--- src/rtl/alu_pipe.sv ---
// alu_pipe: two-stage pipelined signed ALU with three op groups, HOLD/illegal ops and saturating counters.
// Latency: 2 cycles from input accept to out_valid; throughput of 1 beat/cycle.
// Backpressure: out_ready low stalls stage 2, then stage 1, then deasserts in_ready (no loss, no bubble).
//
// Ports:
//   clk, rst                     : clock, synchronous active-high reset
//   in_valid/in_ready            : operand beat handshake (operand1, operand2, op_group, op_code)
//   out_valid/out_ready          : result beat handshake (alu_result, ovf_flag, zero_flag, err_flag)
//   op_count, err_count          : delivered beats / delivered illegal beats, saturating
//
// Build option: define ALU_PIPE_SATURATE_EN to clamp arithmetic results to the
// DATA_WIDTH signed range (ovf_flag still reports the unclamped overflow).

module alu_pipe #(
  parameter int DATA_WIDTH = 8,
  parameter int CNT_WIDTH  = 16
) (
  input  logic                  clk,
  input  logic                  rst,
  input  logic                  in_valid,
  output logic                  in_ready,
  input  logic [DATA_WIDTH-1:0] operand1,
  input  logic [DATA_WIDTH-1:0] operand2,
  input  logic [1:0]            op_group,
  input  logic [2:0]            op_code,
  output logic                  out_valid,
  input  logic                  out_ready,
  output logic [DATA_WIDTH:0]   alu_result,
  output logic                  ovf_flag,
  output logic                  zero_flag,
  output logic                  err_flag,
  output logic [CNT_WIDTH-1:0]  op_count,
  output logic [CNT_WIDTH-1:0]  err_count
);

  localparam int W = DATA_WIDTH;

  // Internal operation kinds after group/code decode.
  localparam logic [3:0] K_ADD  = 4'd0;
  localparam logic [3:0] K_SUB  = 4'd1;
  localparam logic [3:0] K_DEC  = 4'd2;
  localparam logic [3:0] K_INC2 = 4'd3;
  localparam logic [3:0] K_NEG  = 4'd4;
  localparam logic [3:0] K_XOR  = 4'd5;
  localparam logic [3:0] K_AND  = 4'd6;
  localparam logic [3:0] K_NAND = 4'd7;
  localparam logic [3:0] K_OR   = 4'd8;
  localparam logic [3:0] K_XNOR = 4'd9;
  localparam logic [3:0] K_HOLD = 4'd10;
  localparam logic [3:0] K_ILL  = 4'd11;

  // ---------------------------------------------------------------- state
  logic                 s1_valid_q, s1_valid_d;
  logic [W-1:0]         s1_op1_q, s1_op1_d;
  logic [W-1:0]         s1_op2_q, s1_op2_d;
  logic [1:0]           s1_grp_q, s1_grp_d;
  logic [2:0]           s1_code_q, s1_code_d;

  logic                 s2_valid_q, s2_valid_d;
  logic [W:0]           s2_result_q, s2_result_d;
  logic                 s2_ovf_q, s2_ovf_d;
  logic                 s2_zero_q, s2_zero_d;
  logic                 s2_err_q, s2_err_d;

  logic [W:0]           last_result_q, last_result_d;
  logic [CNT_WIDTH-1:0] op_count_q, op_count_d;
  logic [CNT_WIDTH-1:0] err_count_q, err_count_d;

  // ---------------------------------------------------------------- handshake
  logic s2_load;
  logic in_fire;
  logic out_fire;

  always_comb begin
    s2_load  = s1_valid_q && (!s2_valid_q || out_ready);
    // Held low during reset so nothing is accepted on the reset edge.
    in_ready = !rst && (!s1_valid_q || s2_load);
    in_fire  = in_valid && in_ready;
    out_fire = s2_valid_q && out_ready;
  end

  // ---------------------------------------------------------------- decode
  logic [3:0] kind;

  always_comb begin
    kind = K_ILL;
    case (s1_grp_q)
      2'd0: begin
        case (s1_code_q)
          3'd0: kind = K_ADD;
          3'd1: kind = K_SUB;
          3'd2: kind = K_XOR;
          3'd3: kind = K_AND;
          3'd4: kind = K_NAND;
          3'd5: kind = K_OR;
          3'd6: kind = K_XNOR;
          3'd7: kind = K_HOLD;
          default: kind = K_ILL;
        endcase
      end
      2'd1: begin
        // op_code[2] is a don't-care in this group.
        case (s1_code_q[1:0])
          2'd0: kind = K_NAND;
          2'd1: kind = K_ADD;
          2'd2: kind = K_SUB;
          2'd3: kind = K_HOLD;
          default: kind = K_ILL;
        endcase
      end
      2'd2: begin
        case (s1_code_q[1:0])
          2'd0: kind = K_DEC;
          2'd1: kind = K_INC2;
          2'd2: kind = K_NEG;
          2'd3: kind = K_HOLD;
          default: kind = K_ILL;
        endcase
      end
      default: kind = K_ILL;
    endcase
  end

  // ---------------------------------------------------------------- datapath
  logic signed [W:0] a_ext;
  logic signed [W:0] b_ext;
  logic signed [W:0] one_ext;
  logic signed [W:0] two_ext;
  logic signed [W:0] arith_raw;
  logic [W:0]        arith_out;
  logic [W-1:0]      logic_raw;
  logic              is_arith;
  logic              is_logic;
  logic              is_hold;
  logic              is_ill;
  logic              ovf_raw;
  logic [W:0]        result_new;

  always_comb begin
    // One extra bit of headroom makes every arithmetic op exact.
    a_ext   = {s1_op1_q[W-1], s1_op1_q};
    b_ext   = {s1_op2_q[W-1], s1_op2_q};
    one_ext = {{W{1'b0}}, 1'b1};
    two_ext = {{(W-1){1'b0}}, 2'b10};

    arith_raw = '0;
    logic_raw = '0;
    is_arith  = 1'b0;
    is_logic  = 1'b0;
    is_hold   = 1'b0;
    is_ill    = 1'b0;

    case (kind)
      K_ADD:  begin arith_raw = a_ext + b_ext;   is_arith = 1'b1; end
      K_SUB:  begin arith_raw = a_ext - b_ext;   is_arith = 1'b1; end
      K_DEC:  begin arith_raw = a_ext - one_ext; is_arith = 1'b1; end
      K_INC2: begin arith_raw = b_ext + two_ext; is_arith = 1'b1; end
      K_NEG:  begin arith_raw = -a_ext;          is_arith = 1'b1; end
      K_XOR:  begin logic_raw = s1_op1_q ^ s1_op2_q;    is_logic = 1'b1; end
      K_AND:  begin logic_raw = s1_op1_q & s1_op2_q;    is_logic = 1'b1; end
      K_NAND: begin logic_raw = ~(s1_op1_q & s1_op2_q); is_logic = 1'b1; end
      K_OR:   begin logic_raw = s1_op1_q | s1_op2_q;    is_logic = 1'b1; end
      K_XNOR: begin logic_raw = ~(s1_op1_q ^ s1_op2_q); is_logic = 1'b1; end
      K_HOLD: is_hold = 1'b1;
      default: is_ill = 1'b1;
    endcase

    // Top two bits disagree exactly when the value leaves the W-bit signed range.
    ovf_raw = arith_raw[W] ^ arith_raw[W-1];

`ifdef ALU_PIPE_SATURATE_EN
    if (ovf_raw) begin
      // Sign bit of the exact result picks the rail.
      arith_out = arith_raw[W] ? {2'b11, {(W-1){1'b0}}} : {2'b00, {(W-1){1'b1}}};
    end else begin
      arith_out = arith_raw;
    end
`else
    arith_out = arith_raw;
`endif

    result_new = '0;
    if (is_arith) begin
      result_new = arith_out;
    end else if (is_logic) begin
      result_new = {1'b0, logic_raw};
    end else if (is_hold) begin
      result_new = last_result_q;
    end else begin
      result_new = '0;
    end
  end

  // ---------------------------------------------------------------- next state
  always_comb begin
    s1_valid_d = s1_valid_q;
    s1_op1_d   = s1_op1_q;
    s1_op2_d   = s1_op2_q;
    s1_grp_d   = s1_grp_q;
    s1_code_d  = s1_code_q;
    if (in_fire) begin
      s1_valid_d = 1'b1;
      s1_op1_d   = operand1;
      s1_op2_d   = operand2;
      s1_grp_d   = op_group;
      s1_code_d  = op_code;
    end else if (s2_load) begin
      s1_valid_d = 1'b0;
    end
  end

  always_comb begin
    s2_valid_d    = s2_valid_q;
    s2_result_d   = s2_result_q;
    s2_ovf_d      = s2_ovf_q;
    s2_zero_d     = s2_zero_q;
    s2_err_d      = s2_err_q;
    last_result_d = last_result_q;
    if (s2_load) begin
      s2_valid_d  = 1'b1;
      s2_result_d = result_new;
      s2_ovf_d    = is_arith && ovf_raw;
      s2_zero_d   = (result_new == '0);
      s2_err_d    = is_ill;
      if (is_arith || is_logic) begin
        last_result_d = result_new;
      end
    end else if (out_fire) begin
      s2_valid_d = 1'b0;
    end
  end

  always_comb begin
    op_count_d  = op_count_q;
    err_count_d = err_count_q;
    if (out_fire && (op_count_q != {CNT_WIDTH{1'b1}})) begin
      op_count_d = op_count_q + CNT_WIDTH'(1);
    end
    if (out_fire && s2_err_q && (err_count_q != {CNT_WIDTH{1'b1}})) begin
      err_count_d = err_count_q + CNT_WIDTH'(1);
    end
  end

  // ---------------------------------------------------------------- registers
  always_ff @(posedge clk) begin
    if (rst) begin
      s1_valid_q    <= 1'b0;
      s1_op1_q      <= '0;
      s1_op2_q      <= '0;
      s1_grp_q      <= '0;
      s1_code_q     <= '0;
      s2_valid_q    <= 1'b0;
      s2_result_q   <= '0;
      s2_ovf_q      <= 1'b0;
      s2_zero_q     <= 1'b0;
      s2_err_q      <= 1'b0;
      last_result_q <= '0;
      op_count_q    <= '0;
      err_count_q   <= '0;
    end else begin
      s1_valid_q    <= s1_valid_d;
      s1_op1_q      <= s1_op1_d;
      s1_op2_q      <= s1_op2_d;
      s1_grp_q      <= s1_grp_d;
      s1_code_q     <= s1_code_d;
      s2_valid_q    <= s2_valid_d;
      s2_result_q   <= s2_result_d;
      s2_ovf_q      <= s2_ovf_d;
      s2_zero_q     <= s2_zero_d;
      s2_err_q      <= s2_err_d;
      last_result_q <= last_result_d;
      op_count_q    <= op_count_d;
      err_count_q   <= err_count_d;
    end
  end

  // ---------------------------------------------------------------- outputs
  always_comb begin
    out_valid  = s2_valid_q;
    alu_result = s2_result_q;
    ovf_flag   = s2_ovf_q;
    zero_flag  = s2_zero_q;
    err_flag   = s2_err_q;
    op_count   = op_count_q;
    err_count  = err_count_q;
  end

endmodule

--- config.mk ---
export PLATFORM = sky130hd
export DESIGN_NAME = alu_pipe
export DESIGN_NICKNAME = d
export VERILOG_FILES = /design/src/rtl/alu_pipe.sv
export SDC_FILE = /design/constraint.sdc
export NUM_CORES = 1
export LEC_CHECK = 0
export CORE_MARGIN = 2
export CORE_UTILIZATION = 60
export CTS_CLUSTER_SIZE = 10
export DETAILED_ROUTE_END_ITERATION = 8
export PLACE_DENSITY = 0.86
export SLEW_MARGIN = 20
export SYNTH_ARGS = -nofsm -noshare
export SYNTH_HDL_FRONTEND = slang
export SYNTH_SLANG_ARGS = --single-unit
--- constraint.sdc ---
create_clock -name clk -period 6 [get_ports clk]
set_input_delay 1.2 -clock clk [delete_from_list [all_inputs] [get_ports clk]]
set_output_delay 1.2 -clock clk [all_outputs]
set_load 0.03 [all_outputs]
Word level (Yosys, flattened, before mapping)
Memory sizes are Yosys's and may differ from the RTL's. A register that Yosys moved wholly into a read port is not among the register bits.
Cells that the tools add are included.
- reductions and logical operators: 24
- bitwise operators: 6
- equal/unequal tests: 17
- add/subtract/negate cells: 7
- muxes and demuxes: 18
- operators by type and width (operator ; count):
    9-bit one-hot mux with 5 select lines ; 1
    8-bit one-hot mux with 5 select lines ; 1
    16-bit by 1-bit adder with 16-bit output (second input constant) ; 2
    16-bit inequality test (second input constant) ; 2
    4-bit one-hot mux with 4 select lines ; 2
    9-bit two-way mux ; 3
    4-bit by 3-bit equality test with 1-bit output (second input constant) ; 4
    8-bit NOT ; 2
    4-bit equality test (second input constant) ; 3
    4-bit one-hot mux with 3 select lines ; 1
    11-bit OR reduction ; 1
    5-bit OR reduction ; 2
    8-bit by 3-bit adder with 9-bit output (second input constant) ; 1
    8-bit by 8-bit adder with 9-bit output ; 1
    9-bit logical NOT ; 1
    8-bit negator with 9-bit output ; 1
    8-bit by 2-bit subtractor with 9-bit output (second input constant) ; 1
    8-bit by 8-bit subtractor with 9-bit output ; 1
    8-bit bitwise AND ; 1
    4-bit by 2-bit equality test with 1-bit output (second input constant) ; 2
    1-bit logical AND ; 8
    1-bit two-way mux ; 8
    8-bit bitwise OR ; 1
    8-bit bitwise XOR ; 1
    other kinds (11) ; 21
- output and inout bits: 46
- memories: 1
- register bits after elaboration: 76
- word-level logic and storage cells: 86
- ROM bits: 32
- memories (memory ; depth ; width ; read ports ; clocked after memory_dff ; wr ports ; RTL line ; source):
    (no name shown) ; 8 ; 4 ; 1 ; 1 ; 0 ; 89 ; case (s1_code_q)

Logic depth before layout (Yosys ltp)
- word-level depth: 9
- gate-level depth with buffers: 20
- depth with buffers taken out: 19

Worst setup path before layout
No wires, ideal clock.
- path type: register -> register
- start: register s1_code_q[1]
- end: register s2_zero_q, in the netlist zero_flag
- arrival: 3.994 ns
- data required time: 5.916 ns
- cell stages (with the launch flop): 21
- path buffers: 2
- slack: 1.921 ns
- cell sequence: dfxtp_1 inv_1 ha_1 or4b_4 o21a_2 buf_6 buf_1 nand2_1 a21oi_1 nor2_1 o21ai_0 ha_1 o21a_1 o31a_1 or4_1 a31oi_1 xnor2_1 a21oi_1 o22ai_1 or2_1 o31ai_2
- word-level cells in the longest chain between the ends: 9
- elaborated cells between the ends (all ways): 29
- RTL lines (item ; RTL line ; source):
    from (decl) ; 57 ; logic [2:0] s1_code_q, s1_code_d;
    from (signal assigned) ; 265 ; s1_code_q <= s1_code_d;
    2-bit equality test (tied with other cells) ; 103, 112 ;
    4-bit one-hot mux with 4 select lines, on equally long branches ; 112, 103 ;
    4-bit one-hot mux with 3 select lines (*) ; 87 ; case (s1_grp_q)
    4-bit equality test / 4-bit by 3-bit equality test with 1-bit output (equally long branches) ; 153 ; case (kind)
    5-bit OR reduction (no line) / 1-bit two-way mux (equally long branches) ; -- ;
    1-bit two-way mux / 9-bit two-way mux (equally long branches) ; 153, 187 ;
    9-bit two-way mux ; 185 ; end else if (is_logic) begin
    9-bit two-way mux (*) ; 183 ; if (is_arith) begin
    9-bit logical NOT (*) ; 223 ; s2_zero_d = (result_new == '0);
    to (signal assigned) ; 269 ; s2_zero_q <= s2_zero_d;
    to (decl) ; 62 ; logic s2_zero_q, s2_zero_d;
Mark *: on every way between the ends. The rest lies on a longest branch, timed or not.
A chain may end at the register's enable or synchronous reset.

Worst setup path after layout
Same ends and word-level chain as after synthesis.

==> impl_metrics.tcl <==
set metrics [dict create \
    status "completed" \
    postCtsHoldBufs 0 \
    cts_setup_buffers 0 \
    synth_top_family_by_area "compound AO/OA/AOI/OAI gates" \
    synth.most_common_cell "dfxtp_1" \
    viasPerCell 6.28 \
    hp-class "reg2reg" \
    grt_pass1_wl_um 23700 \
    nNetsFinal 761 \
    dieArea_mm2 0.00939 \
    cp_top_family "compound AO/OA/AOI/OAI gates" \
    core-area_mm2 0.00830 \
    crit_type "reg2reg" \
    synthSimpleGateAreaFrac 0.222 \
    slowest_stage "o31a_1" \
    area_delta_synth_final_pct 17.9 \
    yosysTopAreaCell "dfxtp_1" \
    grt_max_degree 79 \
    antenna_left 0 \
    io_pins 71 \
    syn_inst 642 \
    max_freq_mhz 211 \
    root_buffer "clkbuf_8" \
    yosysSeqAreaShare 0.309 \
    end_kind "flip-flop" \
    ys_top_cells_by_area "dfxtp_1 (31%), ha_1 (9.4%), nand2_1 (5.5%), nor2_1 (5.3%), a21oi_1 (4.8%)" \
    port_buffers 70 \
    hpwl_um 10000 \
    drtIter0Drc 475 \
    slew_headroom 0.403 \
    clkSinkCount 80 \
    p_int_mw 1.05 \
    seq_area_mm2 0.00160 \
    drv_slew 0 \
    crit_chain "inv_1 > ha_1 > nand3b_1 > o31a_1 > nor3_2 > nand2_1 > a21oi_1 > nor2_1 > o21ai_0 > ha_1 > o21a_1 > o31a_1 > or4_1 > a31oi_1 > xnor2_1 > a21oi_1 > o22ai_1 > or2_1 > o31ai_2" \
    cts_buffers 9 \
    syn_nets 707 \
    antenna_found_initial 0 \
    synth_compound_area_frac 0.223 \
    grt_pass1_vias 4790 \
    cts_resized 0 \
    grt_setup_unrepaired "false" \
    overflow 0 \
    drc_errors 0 \
    multi_input_area_mm2 0.00333 \
    drive_gt1_frac 0.0600 \
    powerDensity_mw_per_mm2 274 \
    first_pass_iters 5 \
    worstMarginPinSlew_ps 895 \
    synthTopCellsByCount "dfxtp_1 (80), nand2_1 (76), nor2_1 (73)" \
    path_buf_inv 1 \
    clockPowerShare 0.271 \
    synthMuxAreaShare 0.0266 \
    max-cap-violations 0 \
    fp-row-count 33 \
    power_leakage_nw 2.33 \
    synth.distinct_cells 74 \
    dp_slack_ps 1350 \
    post-place-cells 790 \
    cp_data_required_time_ps 6270 \
    tns_ps 0 \
    synth_area_per_cell_um2 8.07 \
    setup_violations 0 \
    p_seq_frac 0.356 \
    htree_levels 3 \
    layoutNonFillerInstCount 805 \
    fin_crit_ps 4740 \
    hold_viol 0 \
    cts_tree "yes" \
    die_h_um 96.9 \
    period_share 0.789 \
    skew_ps 13.7 \
    fp.dieW_um 96.9 \
    insertion_delay_ps 360 \
    ys_async_sr_fraction 0 \
    ys.flop_type "dfxtp_1" \
    arrival_ps 5010 \
    combPwrFrac 0.373 \
    syn_area_mm2 0.00518 \
    wirelength_um 14200 \
    clk_path_buf_depth 2 \
    ys_ff_latch 80 \
    clk_pin_slew_worst_paths_ps 80 \
    p_switching_mw 0.622 \
    wl_per_cell_um 17.6 \
    timing.final.ws_setup_ps 1260 \
    ys_warn_count 0 \
    critPathLaunchType "flip-flop" \
    grt_usage 0.304 \
    dr_total_vias 5054 \
    synthAdderAreaFrac 0.0980 \
    routabilityCongestion 1.02 \
    synth_xor_xnor_area_share 0.0720 \
    synth_edf_count 0 \
    path_max_fanout 20 \
    diodes 0 \
    n_fill_cell 655 \
    peakVddDrop_uv 148 \
    swShare 0.371 \
    floorplan.initialDensity 0.624 \
    max_stage_delay_ps 760 \
    netlist.area_leader.share 0.309 \
]
registers in the layout (all words and copies together) (netlist names), named ones only:
signal         count
err_flag           1
last_result_q      9
zero_flag          1
alu_result         9
s1_op1_q           8
s1_grp_q           2
ovf_flag           1
out_valid          1
op_count          16
s1_code_q          3
s1_valid_q         1
err_count         16
s1_op2_q           8
tightest hold or removal path: cells and delay by family (launching register included):
kind,cells,cell delay [ps]
compound gates,1,60
simple gates,1,50
flops,1,320
stage by stage:
stage                     total power, mW  instance area (µm²)  hold slack [ps]   util
after floorplan                      1.07                 5180              460      -
after global placement               1.19                 5890              445  0.709
after detailed placement             1.21                 5890              461  0.709
after CTS                            1.67                 6100              473  0.736
after global routing                 1.76                 6110              491  0.736
final                                1.67                 6110              472  0.736
placed cells by master, fill, tap and decap left out, types with 3 or more instances in the layout:
cell,instances
or3_1,11
o2111ai_1,3
o31ai_1,19
clkbuf_8,9
inv_1,31
ha_1,39
nand3b_1,3
o21ai_0,28
xnor2_1,20
nand2_1,76
a31oi_1,3
and2_1,4
a2bb2oi_1,4
a211oi_1,8
dfxtp_1,80
a22o_1,4
clkdlybuf4s50_1,69
o21a_1,7
mux2i_1,10
o22ai_1,6
nor2b_1,8
nor3_1,8
nor4_1,4
nor3_2,3
nor2_1,73
nand3_1,17
a221oi_1,6
xor2_1,20
a21oi_1,49
nand4_1,16
nand2b_1,3
logic make-up (layout without fill, tap and decap cells):
kind of cell | count (synthesis) | in the layout
AND/OR/NAND/NOR | 240 | 240
AO/OA/AOI/OAI | 168 | 168
flip-flops | 80 | 80
buffers and inverters | 60 | 118
XOR/XNOR | 41 | 41
adder cells (fa/ha/maj) | 40 | 40
multiplexers | 13 | 13
power groups by stage:
| stage | Combinational [mW] | Sequential [mW] | Clock (mW) |
|---|---|---|---|
| final | 0.625 | 0.596 | 0.454 |
| after CTS | 0.607 | 0.594 | 0.464 |
| after detailed placement | 0.602 | 0.606 | 0 |
| after global placement | 0.589 | 0.606 | 0 |
| after floorplan | 0.453 | 0.612 | 0 |
| after global routing | 0.679 | 0.599 | 0.487 |
cell type report:
cell class / count / area share
Tap cell: 105 / 0.0215
Clock buffer: 9 / 0.0203
Clock inverter: 6 / 0.0154
Timing Repair Buffer: 72 / 0.116
Multi-Input combinational cell: 502 / 0.545
Sequential cell: 80 / 0.262
Inverter: 31 / 0.0190
per-layer routing:
metal,global-route usage,vias to the layer above,share of wire
met1,0.391,2361,0.43
met3,0.0629,38,0.072
met4,0.0910,0,0.021
met2,0.515,240,0.47
li1,-,2415,-
met5,0,-,0
final timing paths:
check	cells past startpoint	slack, ps	endpoint	start
max	19	1260	zero_flag	s1_code_q[1]
min	2	470	alu_result[6]	alu_result[6]
max reg2reg	19	1260	zero_flag	s1_code_q[1]
min reg2reg	2	470	alu_result[6]	alu_result[6]
No activity file was read; power rests on OpenSTA's default activity.
